[src/rtl/branch_flag_unit_if.sv]
// Execute-stage bus between the pipeline and branch_flag_unit.
// master: pipeline side (drives the EX instruction, receives redirect/flags).
// slave : branch_flag_unit side.
interface branch_flag_unit_if #(
   parameter int PC_W  = 16,
   parameter int IMM_W = 12
);
   logic             ex_valid;
   logic             stall;
   logic [3:0]       ex_opcode;
   logic [PC_W-1:0]  ex_pc;
   logic [IMM_W-1:0] ex_imm;
   logic             alu_n;
   logic             alu_z;
   logic             flagN;
   logic             flagZ;
   logic             pc_load;
   logic [PC_W-1:0]  pc_target;
   logic             flush;
   logic             halted;

   modport master (
      output ex_valid, stall, ex_opcode, ex_pc, ex_imm, alu_n, alu_z,
      input  flagN, flagZ, pc_load, pc_target, flush, halted
   );

   modport slave (
      input  ex_valid, stall, ex_opcode, ex_pc, ex_imm, alu_n, alu_z,
      output flagN, flagZ, pc_load, pc_target, flush, halted
   );
endinterface

[src/rtl/branch_flag_unit.sv]
// Execute-stage branch resolution and N/Z condition-flag register.
// Captures cmp flags, resolves beq/bgt/blt/b against the registered flags,
// issues a one-cycle PC redirect, flushes the wrong path and latches halt.
// Optional feature macro: BRANCH_STATS_EN adds a saturating 16-bit
// taken-branch counter on port taken_count.
// rst is asynchronous and active-low.
module branch_flag_unit #(
   parameter int PC_W         = 16,
   parameter int IMM_W        = 12,
   parameter int FLUSH_CYCLES = 2
) (
   input  logic                 clk,
   input  logic                 rst,
   branch_flag_unit_if.slave    bus
`ifdef BRANCH_STATS_EN
   ,
   output logic [15:0]          taken_count
`endif
);

   localparam logic [3:0] OP_BEQ  = 4'b0100;
   localparam logic [3:0] OP_BGT  = 4'b0101;
   localparam logic [3:0] OP_BLT  = 4'b0110;
   localparam logic [3:0] OP_B    = 4'b0111;
   localparam logic [3:0] OP_CMP  = 4'b1011;
   localparam logic [3:0] OP_HALT = 4'b1111;

   typedef enum logic [1:0] {ST_RUN, ST_FLUSH, ST_HALT} state_t;

   state_t          state_reg, state_next;
   logic [2:0]      cnt_reg, cnt_next;
   logic            flag_n_reg, flag_n_next;
   logic            flag_z_reg, flag_z_next;
   logic            pc_load_reg, pc_load_next;
   logic [PC_W-1:0] pc_target_reg, pc_target_next;

   logic [IMM_W-1:0] imm_raw;
   logic [PC_W-1:0]  imm_sext;
   logic             eval;
   logic             is_branch;
   logic             cond_met;
   logic             taken;

   assign imm_raw   = bus.ex_imm;
   assign imm_sext  = PC_W'($signed(imm_raw));
   assign eval      = (state_reg == ST_RUN) && bus.ex_valid && !bus.stall;
   assign is_branch = (bus.ex_opcode[3:2] == 2'b01);
   assign taken     = eval && is_branch && cond_met;

   // Branch condition from the registered flags (cmp result of the previous cycle).
   always_comb begin
      cond_met = 1'b0;
      case (bus.ex_opcode)
         OP_BEQ:  cond_met = flag_z_reg;
         OP_BGT:  cond_met = !flag_n_reg && !flag_z_reg;
         OP_BLT:  cond_met = flag_n_reg;
         OP_B:    cond_met = 1'b1;
         default: cond_met = 1'b0;
      endcase
   end

   // Next-state logic; everything holds by default, redirect strobe defaults low.
   always_comb begin
      state_next     = state_reg;
      cnt_next       = cnt_reg;
      flag_n_next    = flag_n_reg;
      flag_z_next    = flag_z_reg;
      pc_load_next   = 1'b0;
      pc_target_next = pc_target_reg;
      case (state_reg)
         ST_RUN: begin
            if (eval) begin
               if (bus.ex_opcode == OP_CMP) begin
                  flag_n_next = bus.alu_n;
                  flag_z_next = bus.alu_z;
               end
               if (bus.ex_opcode == OP_HALT) begin
                  state_next = ST_HALT;
               end
               if (taken) begin
                  pc_load_next   = 1'b1;
                  pc_target_next = bus.ex_pc + imm_sext;
                  state_next     = ST_FLUSH;
                  cnt_next       = 3'(FLUSH_CYCLES);
               end
            end
         end
         ST_FLUSH: begin
            // Wrong-path instructions are ignored; only unstalled cycles count.
            if (!bus.stall) begin
               if (cnt_reg <= 3'd1) begin
                  state_next = ST_RUN;
                  cnt_next   = 3'd0;
               end else begin
                  cnt_next = cnt_reg - 3'd1;
               end
            end
         end
         ST_HALT: begin
            state_next = ST_HALT;
         end
         default: begin
            state_next = ST_RUN;
         end
      endcase
   end

   // State and output registers.
   always_ff @(posedge clk or negedge rst) begin
      if (!rst) begin
         state_reg     <= ST_RUN;
         cnt_reg       <= 3'd0;
         flag_n_reg    <= 1'b0;
         flag_z_reg    <= 1'b0;
         pc_load_reg   <= 1'b0;
         pc_target_reg <= '0;
      end else begin
         state_reg     <= state_next;
         cnt_reg       <= cnt_next;
         flag_n_reg    <= flag_n_next;
         flag_z_reg    <= flag_z_next;
         pc_load_reg   <= pc_load_next;
         pc_target_reg <= pc_target_next;
      end
   end

   // A stall masks the redirect strobe; the register has already cleared, so it is never replayed.
   assign bus.flagN     = flag_n_reg;
   assign bus.flagZ     = flag_z_reg;
   assign bus.pc_load   = pc_load_reg && !bus.stall;
   assign bus.pc_target = pc_target_reg;
   assign bus.flush     = (state_reg == ST_FLUSH);
   assign bus.halted    = (state_reg == ST_HALT);

`ifdef BRANCH_STATS_EN
   logic [15:0] taken_count_reg;

   // Saturating count of taken branches.
   always_ff @(posedge clk or negedge rst) begin
      if (!rst) begin
         taken_count_reg <= 16'd0;
      end else if (taken && (taken_count_reg != 16'hFFFF)) begin
         taken_count_reg <= taken_count_reg + 16'd1;
      end
   end

   assign taken_count = taken_count_reg;
`endif

endmodule

[src/flat_wrapper.sv]
// flat-port wrapper written by rule: the top's interface ports become plain ports
module branch_flag_unit_flat 
#(
   parameter int PC_W         = 16,
   parameter int IMM_W        = 12,
   parameter int FLUSH_CYCLES = 2
)
  (clk, rst, bus_ex_valid, bus_stall, bus_ex_opcode, bus_ex_pc, bus_ex_imm, bus_alu_n, bus_alu_z, bus_flagN, bus_flagZ, bus_pc_load, bus_pc_target, bus_flush, bus_halted);
  branch_flag_unit_if #(.PC_W(PC_W), .IMM_W(IMM_W)) bus_i ();
  input  logic clk;
  input  logic rst;
  input wire logic [$bits(bus_i.ex_valid)-1:0] bus_ex_valid;
  input wire logic [$bits(bus_i.stall)-1:0] bus_stall;
  input wire logic [$bits(bus_i.ex_opcode)-1:0] bus_ex_opcode;
  input wire logic [$bits(bus_i.ex_pc)-1:0] bus_ex_pc;
  input wire logic [$bits(bus_i.ex_imm)-1:0] bus_ex_imm;
  input wire logic [$bits(bus_i.alu_n)-1:0] bus_alu_n;
  input wire logic [$bits(bus_i.alu_z)-1:0] bus_alu_z;
  output wire logic [$bits(bus_i.flagN)-1:0] bus_flagN;
  output wire logic [$bits(bus_i.flagZ)-1:0] bus_flagZ;
  output wire logic [$bits(bus_i.pc_load)-1:0] bus_pc_load;
  output wire logic [$bits(bus_i.pc_target)-1:0] bus_pc_target;
  output wire logic [$bits(bus_i.flush)-1:0] bus_flush;
  output wire logic [$bits(bus_i.halted)-1:0] bus_halted;
  assign bus_i.ex_valid = bus_ex_valid;
  assign bus_i.stall = bus_stall;
  assign bus_i.ex_opcode = bus_ex_opcode;
  assign bus_i.ex_pc = bus_ex_pc;
  assign bus_i.ex_imm = bus_ex_imm;
  assign bus_i.alu_n = bus_alu_n;
  assign bus_i.alu_z = bus_alu_z;
  assign bus_flagN = bus_i.flagN;
  assign bus_flagZ = bus_i.flagZ;
  assign bus_pc_load = bus_i.pc_load;
  assign bus_pc_target = bus_i.pc_target;
  assign bus_flush = bus_i.flush;
  assign bus_halted = bus_i.halted;
  branch_flag_unit #(.PC_W(PC_W), .IMM_W(IMM_W), .FLUSH_CYCLES(FLUSH_CYCLES)) u_core (.clk(clk), .rst(rst), .bus(bus_i));
endmodule
[config.mk]
export PLATFORM = sky130hd
export DESIGN_NAME = branch_flag_unit_flat
export DESIGN_NICKNAME = d
export VERILOG_FILES = /design/src/rtl/branch_flag_unit_if.sv /design/src/rtl/branch_flag_unit.sv /design/src/flat_wrapper.sv
export SDC_FILE = /design/constraint.sdc
export NUM_CORES = 1
export LEC_CHECK = 0
export BUFFER_PORTS_ARGS = -buffer_cell sky130_fd_sc_hd__buf_2
export CAP_MARGIN = 15
export CORE_MARGIN = 3
export CORE_UTILIZATION = 36
export CTS_BUF_LIST = sky130_fd_sc_hd__clkbuf_4
export DETAILED_ROUTE_END_ITERATION = 10
export GPL_TIMING_DRIVEN = 1
export PLACE_DENSITY_LB_ADDON = 0.1
export SLEW_MARGIN = 20
export SYNTH_ARGS = -nofsm -noshare
export SYNTH_HDL_FRONTEND = slang
export SYNTH_SLANG_ARGS = --single-unit
[constraint.sdc]
create_clock -name clk -period 4 [get_ports clk]
set_input_delay 0.4 -clock clk [delete_from_list [all_inputs] [get_ports clk]]
set_output_delay 0.4 -clock clk [all_outputs]
set_load 0.02 [all_outputs]
==> results of run 1 <==
area by class of cell:
cell class | count | area share, %
Inverter | 6 | 1.70
Sequential cell | 24 | 29.2
Clock inverter | 1 | 0.183
Clock buffer | 3 | 1.10
Timing Repair Buffer | 58 | 14.1
Multi-Input combinational cell | 152 | 50.5
Tap cell | 52 | 3.16
routing by layer:
metal | global-route usage [%] | up-vias | part of all wire [%]
li1 | - | 798 | -
met1 | 19.1 | 691 | 47
met2 | 23.5 | 36 | 47
met3 | 1.20 | 5 | 4.8
met4 | 4.15 | 0 | 1.2
met5 | 0 | - | 0
worst paths after layout:
path	start	to	slack, ns	cells past startpoint
worst max-delay path	u_core.state_reg[0]$_DFFE_PN0P_	u_core.bus.pc_target[11]$_DFFE_PN0P_	1.37	6
worst min-delay path	rst	u_core.cnt_reg[0]$_DFFE_PN0P_	0.04	1
worst max register to register	u_core.state_reg[0]$_DFFE_PN0P_	u_core.bus.pc_target[11]$_DFFE_PN0P_	1.37	6
worst min register to register	u_core.bus.pc_target[0]$_DFFE_PN0P_	u_core.bus.pc_target[0]$_DFFE_PN0P_	0.49	2
max in group asynchronous	rst	u_core.bus.pc_target[7]$_DFFE_PN0P_	3.61	1
min in group clk	bus_alu_z	u_core.bus.flagZ$_DFFE_PN0P_	0.31	2
power groups by stage:
| stage | registers (mW) | logic [mW] | clock network (mW) |
|---|---|---|---|
| finish | 0.386 | 0.437 | 0.106 |
| global route | 0.398 | 0.489 | 0.122 |
| CTS | 0.388 | 0.445 | 0.114 |
| detailed placement | 0.394 | 0.443 | 0 |
| global placement | 0.395 | 0.441 | 0 |
| floorplan | 0.470 | 0.211 | 0 |
metrics by stage:
| stage | hold WS [ns] | util, % | cells |
|---|---|---|---|
| 3_5_place_dp | 0.416 | 45.7 | 292 |
| 5_1_grt | 0.0805 | 46.3 | 296 |
| 4_1_cts | 0.0611 | 46.3 | 296 |
| 2_1_floorplan | 0.104 | - | 186 |
| 6_report | 0.0416 | 46.3 | 296 |
| 3_3_place_gp | 0.413 | 45.7 | 292 |
logic make-up after synthesis:
family / Yosys count / share of synthesized area (%)
buffers and inverters: 10 / 3.39
AND/OR/NAND/NOR: 59 / 16.4
multiplexers: 3 / 1.92
adder cells (fa/ha/maj): 18 / 13.7
AO/OA/AOI/OAI: 59 / 22.4
XOR/XNOR: 13 / 6.71
flip-flops: 24 / 35.4
cells in the mapped netlist, types with 4 or more instances:
cell      number
xnor2_1        8
nor2_1         9
xor2_1         5
o21ai_0       19
dfrtp_1       24
o211ai_1       4
inv_1          5
ha_1          17
a21oi_1        8
a211oi_1       5
a21o_1         4
nand2_1       31
o31ai_1        4
==> impl_metrics.ini, run 1 <==
[place]
dp_hpwl_um = 3030
pre_cts_slack_ns = 1.23
portBuffers = 58
gp_congestion = 0.813
placed_area_um2 = 2030

[pwr]
share_seq_of_total_power_pct = 41.5
power_density_nw_per_um2 = 452
p_comb_share_pct = 47.1
internal_power_mw = 0.541
swShare_pct = 41.8
power.total_mw = 0.929
switchingPower_mw = 0.388
leakage_nw = 1.05
pwr-share-clk_pct = 11.4
peakVddDrop_v = 0.000133

[global_routing]
grt_usage_pct = 13.9
grt_pass1_wl_um = 6160
antenna_found_initial = 0
grt_max_degree = 35
grt_pass1_vias = 1381
grt-ovfl-total = 0

[sta]
slew_headroom_pct = 52.5
hold_viol_final = 0
post-route-period-util_pct = 65.7
finalSetupTns_ns = 0
setup_slack_ns = 1.37
slew_violations = 0
min_period_ns = 2.63
max_freq_mhz = 381
setup_viol = 0
rsz0062_at_grt = false
worst_slew_pin_slew_ns = 0.712
fin_skew_ns = 0.00119

[floorplanning]
die_w_um = 74.7
coreArea_um2 = 4440
die_area_um2 = 5570
num_io_pins = 59
fp-row-count = 24
initial_core_util_pct = 38.2
fp.dieH_um = 74.7

[synth]
synthCells = 186
yosys_most_used_dff = dfrtp_1
synth_fp_nets = 242
syn_area_um2 = 1700
synth_area_leader_cell = dfrtp_1
synth_top_area_share_pct = 35.4
synth_warnings = 0
ys_seq_area_share_pct = 35.4
synth.area.top_cells = dfrtp_1 35%, ha_1 13%, nand2_1 6.9%
async_reset_ff_share_pct = 100
synth_cell_type_count = 39
syn_area_per_cell_um2 = 9.12
synth_edf_count = 0
yosys_register_bits = 24

[critical_path]
critPathSlowestCell = or4b_2
crit_path_max_incr_delay_ns = 0.99
worstSetupPathType = reg2reg
crit_path_end_kind = flip-flop
worstSetupStartpointType = flip-flop
cp_max_fo = 34
crit_required_ns = 4.26
crit_chain = or4b_1 -> or4b_2 -> clkinv_8 -> nand2_1 -> or3_1 -> nand3_1
critical-path-top-delay-family = simple AND/OR/NAND/NOR gates
cp_num_buf_inv = 1
cp_data_arrival_time_ns = 2.88

[cts]
cts_resized = 0
root_buffer = clkbuf_4
cts_hold_buf = 0
htree_levels = 1
cts_setup_buffers = 0
numCtsBuffers = 3
clkLatencyLatePin_ns = 0.31
clock_sinks = 24
cts_tree = done
cts.clk_slew.worst_paths_ns = 0.13
clock_path_buffers = 2

[layout]
n_fill_cell = 468
seq_area_um2 = 601
final_area_um2 = 2060
nets = 301
diodes = 0
syn_to_final_growth_pct = 21.2
layout_common_cells = 58 x buf_2, 31 x nand2_1, 24 x dfrtp_1
drive_gt1_share_pct = 27.0
final_common_cell = buf_2
multi_input_area_um2 = 1040
largest_register_ff_count = 16

[route]
num_vias = 1530
totalWireLength_um = 3720
drtIter0Drc = 60
ant_nets = 0
drc = 0
vias_per_cell = 5.17
first_pass_iters = 4
avgRoutedWirePerCell_um = 12.6

[run]
maxCapViolCount = 0

[outcome]
outcome = complete, no violations

[hold_path]
hp-class = in2async
No activity file was read; power rests on OpenSTA's default activity.
==> run 2: changes to the inputs <==
==> constraint.sdc (replaced) <==
create_clock -name clk -period 2.4 [get_ports clk]
set_input_delay 0.24 -clock clk [delete_from_list [all_inputs] [get_ports clk]]
set_output_delay 0.24 -clock clk [all_outputs]
set_load 0.02 [all_outputs]
==> run 2 against run 1 <==
- clock skew rose by 0.0038 ns
- non-clock buffer count rose by 4
- via count fell by 0.39%
- largest power group unchanged
- largest cell class unchanged
- die area did not move
- sequential power rose by 67%
- critical endpoint unchanged
- utilization rose by 1.3 points
- highest routed layer unchanged
- register-to-register slack got worse by 1.2 ns
==> impl_metrics.ini, run 2 (same netlist as run 1, synthesis figures left out) <==
[critical_path]
crit_required_ns = 2.66
rr_worst_depth = 7
worstSetupStartpointType = flip-flop
worstSetupPathType = reg2reg
cp_max_fo = 15
r2r_end = u_core.bus.pc_target[11]$_DFFE_PN0P_
r2r-start = u_core.state_reg[0]$_DFFE_PN0P_
cp_data_arrival_time_ns = 2.47
reg2reg_slack_ns = 0.19
crit_path_end_kind = flip-flop

[cts]
cts_hold_buf = 1
clock_path_buffers = 2
htree_levels = 1
root_buffer = clkbuf_4
clock_sinks = 24
cts_setup_buffers = 0
cts_tree = done
numCtsBuffers = 3
cts.clk_slew.worst_paths_ns = 0.13
clkLatencyLatePin_ns = 0.31
cts_resized = 0

[global_routing]
top_usage_layer = met2
grt_util_met3_pct = 2.54
grt_use_met2_pct = 24.5
grt_util_met1_pct = 20.0
antenna_found_initial = 0
grt-ovfl-total = 0
grt_usage_pct = 14.5
grt_pass1_vias = 1415
grt_pass1_wl_um = 6400
grt_max_degree = 25

[hold_path]
worst_hold_startpoint = bus_alu_z
min_to = u_core.bus.flagZ$_DFFE_PN0P_
whs_path_depth = 2
hp-class = in2reg

[place]
dp_hpwl_um = 3140
portBuffers = 58
pre_cts_slack_ns = 0.193
gp_congestion = 0.834

[sta]
slew_violations = 0
post-route-period-util_pct = 92.0
rsz0062_at_grt = false
worst_slew_pin_slew_ns = 0.543
whs_ns = 0.144
min_period_ns = 2.21
setup_slack_ns = 0.191
hold_viol_final = 0
fin_skew_ns = 0.00499
max_freq_mhz = 453
finalSetupTns_ns = 0
setup_viol = 0
slew_headroom_pct = 63.8

[layout]
n_fill_cell = 459
seq_area_um2 = 601
largest_register_ff_count = 16
final_common_cell = buf_2
diodes = 0
syn_to_final_growth_pct = 24.6
multi_input_area_um2 = 1040
drive_gt1_share_pct = 27.8
nets = 305
layout_common_cells = 58 x buf_2, 31 x nand2_1, 24 x dfrtp_1

[pwr]
power.total_mw = 1.68
power_density_nw_per_um2 = 792
leakage_nw = 1.08
peakVddDrop_v = 0.000274

[floorplanning]
num_io_pins = 59
fp-row-count = 24
coreArea_um2 = 4440
die_area_um2 = 5570
fp.dieH_um = 74.7
initial_core_util_pct = 38.2
die_w_um = 74.7

[route]
vias_per_cell = 5.08
drtIter0Drc = 51
drc = 0
ant_nets = 0
avgRoutedWirePerCell_um = 12.8
first_pass_iters = 4
totalWireLength_um = 3850
num_vias = 1524

[run]
maxCapViolCount = 0

[outcome]
outcome = complete, no violations
==> run 2: worst max path at each step <==
stage | from | to | cells after the start
3_5_place_dp | bus_ex_imm[0] | u_core.bus.pc_target[12]$_DFFE_PN0P_ | 9
4_1_cts | u_core.state_reg[0]$_DFFE_PN0P_ | u_core.bus.pc_target[11]$_DFFE_PN0P_ | 7
6_report | u_core.state_reg[0]$_DFFE_PN0P_ | u_core.bus.pc_target[11]$_DFFE_PN0P_ | 7
3_3_place_gp | bus_ex_imm[0] | u_core.bus.pc_target[12]$_DFFE_PN0P_ | 9
2_1_floorplan | u_core.state_reg[0]$_DFFE_PN0P_ | u_core.bus.pc_target[11]$_DFFE_PN0P_ | 7
5_1_grt | u_core.state_reg[0]$_DFFE_PN0P_ | u_core.bus.pc_target[4]$_DFFE_PN0P_ | 5
==> run 2: final cells by class <==
class                           count  area share, %
Timing Repair Buffer               62           15.3
Clock buffer                        3           1.07
Inverter                            6           1.66
Clock inverter                      1           1.42
Tap cell                           52           3.08
Multi-Input combinational cell    152           49.1
Sequential cell                    24           28.4
==> run 2: routing by layer <==
| layer | wire (um) | vias to the layer above |
|---|---|---|
| li1 | - | 803 |
| met1 | 1850 | 681 |
| met2 | 1790 | 38 |
| met3 | 184 | 2 |
| met4 | 21 | 0 |
| met5 | 0 | - |
==> run 2: through the flow <==
| step | instance area, um^2 | util (%) | instances |
|---|---|---|---|
| floorplan | 1700 | - | 186 |
| global placement | 2050 | 46.2 | 295 |
| detailed placement | 2050 | 46.2 | 295 |
| CTS | 2110 | 47.6 | 300 |
| global route | 2110 | 47.6 | 300 |
| finish | 2110 | 47.6 | 300 |
==> run 2: power breakdown <==
group / leakage (nW) / switching [mW] / internal (mW)
clock network: 0.0279 / 0.122 / 0.169
logic: 0.742 / 0.443 / 0.298
registers: 0.309 / 0.0952 / 0.548
==> run 2: worst max-delay path, stage by stage (launching register included) <==
cell and delay [ns]:
dfrtp_1 0.45, or4b_1 0.53, or4b_1 0.47, buf_4 0.21, clkinv_8 0.07, nand2_1 0.04
or3_1 0.30, nand3_1 0.08
==> run 3: changes to the inputs <==
--- a/config.mk
+++ b/config.mk
@@ -9,7 +9,6 @@
 export CAP_MARGIN = 15
 export CORE_MARGIN = 3
 export CORE_UTILIZATION = 36
-export CTS_BUF_LIST = sky130_fd_sc_hd__clkbuf_4
 export DETAILED_ROUTE_END_ITERATION = 10
 export GPL_TIMING_DRIVEN = 1
 export PLACE_DENSITY_LB_ADDON = 0.1
==> run 3 against run 2 <==
- global-route usage down 0.084 points
- clock skew down 0.0011 ns
- setup slack better by 0.014 ns
- critical path depth unchanged
- maximum frequency up 0.63%
- critical endpoint unchanged
- sequential power about the same
- power up 3.7%
==> impl_metrics.ini, run 3 (same netlist as run 1, synthesis figures left out) <==
[sta]
worst_slew_pin_slew_ns = 0.536
hold_viol_final = 0
setup_viol = 0
slew_headroom_pct = 64.3
rsz0062_at_grt = false
max_freq_mhz = 456
min_period_ns = 2.20
slew_violations = 0
post-route-period-util_pct = 91.5
finalSetupTns_ns = 0
fin_skew_ns = 0.00391

[cts]
clock_sinks = 24
cts.clk_slew.worst_paths_ns = 0.09
clkLatencyLatePin_ns = 0.27
cts_setup_buffers = 0
cts_tree = done
clock_path_buffers = 2
htree_levels = 1
numCtsBuffers = 3
cts_resized = 0
root_buffer = clkbuf_8
cts_hold_buf = 1

[layout]
diodes = 0
syn_to_final_growth_pct = 25.7
largest_register_ff_count = 16
seq_area_um2 = 601
drive_gt1_share_pct = 27.8
final_common_cell = buf_2
layout_common_cells = 58 x buf_2, 31 x nand2_1, 24 x dfrtp_1
multi_input_area_um2 = 1040
nets = 305
n_fill_cell = 460
fin_cells = 300
utilization_pct = 48.0

[hold_path]
whs_path_depth = 2
hp-class = in2reg
worst_hold_startpoint = bus_alu_z
min_to = u_core.bus.flagZ$_DFFE_PN0P_

[critical_path]
cp_data_arrival_time_ns = 2.40
rr_worst_depth = 7
reg2reg_slack_ns = 0.20
worstSetupStartpointType = flip-flop
r2r_end = u_core.bus.pc_target[11]$_DFFE_PN0P_
r2r-start = u_core.state_reg[0]$_DFFE_PN0P_
crit_required_ns = 2.61
worstSetupPathType = reg2reg
crit_path_end_kind = flip-flop
cp_max_fo = 15

[route]
drc = 0
ant_nets = 0
vias_per_cell = 5.08
totalWireLength_um = 3810
num_vias = 1525
drtIter0Drc = 41
first_pass_iters = 4
avgRoutedWirePerCell_um = 12.7

[place]
gp_congestion = 0.834
dp.cells = 295
dp_hpwl_um = 3140
portBuffers = 58

[pwr]
peakVddDrop_v = 0.000363
power_density_nw_per_um2 = 814
leakage_nw = 1.09

[global_routing]
top_usage_layer = met2
grt_use_met2_pct = 24.3
grt-ovfl-total = 0
grt_util_met1_pct = 19.6
grt_pass1_vias = 1405
grt_max_degree = 25
grt_pass1_wl_um = 6350
grt_util_met3_pct = 2.94
antenna_found_initial = 0
grt_usage_pct = 14.5

[floorplanning]
coreArea_um2 = 4440
fp.dieH_um = 74.7
die_area_um2 = 5570
die_w_um = 74.7
num_io_pins = 59
initial_core_util_pct = 38.2
fp-row-count = 24

[outcome]
outcome = complete, no violations

[run]
maxCapViolCount = 0
==> run 3: cell counts in the layout (fill, tap and decap cells not counted) <==
No cell type changed its count.
==> run 3: routing by layer <==
metal,share of wire [%],vias to the layer above
li1,-,801
met1,49,685
met2,46,35
met3,4.6,4
met4,0.68,0
met5,0,-
==> run 3: worst max-delay path, cell delays in order, from the launching register on <==
cell and delay (ns):
dfrtp_1 0.43, or4b_1 0.53, or4b_1 0.47, buf_4 0.21, clkinv_8 0.07, nand2_1 0.04
or3_1 0.30, nand3_1 0.08
==> run 3: layout make-up <==
cell class	count	area share, %
flip-flops and latches	24	28.2
inverters	6	1.64
clock inverters	1	1.41
clock buffers	3	1.94
repair buffers	62	15.1
multi-input cells	152	48.7
well taps	52	3.05
==> run 3: metrics by stage <==
stage               cell area [um^2]  hold WS [ns]  setup slack (ns)  total power [mW]
finish                          2130         0.199             0.205              1.74
floorplan                       1700       -0.0556             0.339              1.14
global route                    2130         0.194            0.0804              1.89
detailed placement              2050         0.263             0.193              1.41
CTS                             2130         0.191             0.196              1.77
global placement                2050         0.267             0.211              1.40
==> run 3: worst max path at each step <==
| stage | slack, ns | to | startpoint |
|---|---|---|---|
| final | 0.20 | u_core.bus.pc_target[11]$_DFFE_PN0P_ | u_core.state_reg[0]$_DFFE_PN0P_ |
| after global routing | 0.08 | u_core.bus.pc_target[4]$_DFFE_PN0P_ | u_core.state_reg[0]$_DFFE_PN0P_ |
| after CTS | 0.20 | u_core.bus.pc_target[11]$_DFFE_PN0P_ | u_core.state_reg[0]$_DFFE_PN0P_ |
| after detailed placement | 0.19 | u_core.bus.pc_target[12]$_DFFE_PN0P_ | bus_ex_imm[0] |
| after global placement | 0.21 | u_core.bus.pc_target[12]$_DFFE_PN0P_ | bus_ex_imm[0] |
| after floorplan | 0.34 | u_core.bus.pc_target[11]$_DFFE_PN0P_ | u_core.state_reg[0]$_DFFE_PN0P_ |
==> run 3: power breakdown <==
group	total (mW)	internal [mW]	switching, mW
Combinational	0.740	0.298	0.441
Clock	0.353	0.223	0.130
Sequential	0.645	0.549	0.0953
Total	1.74	1.07	0.667
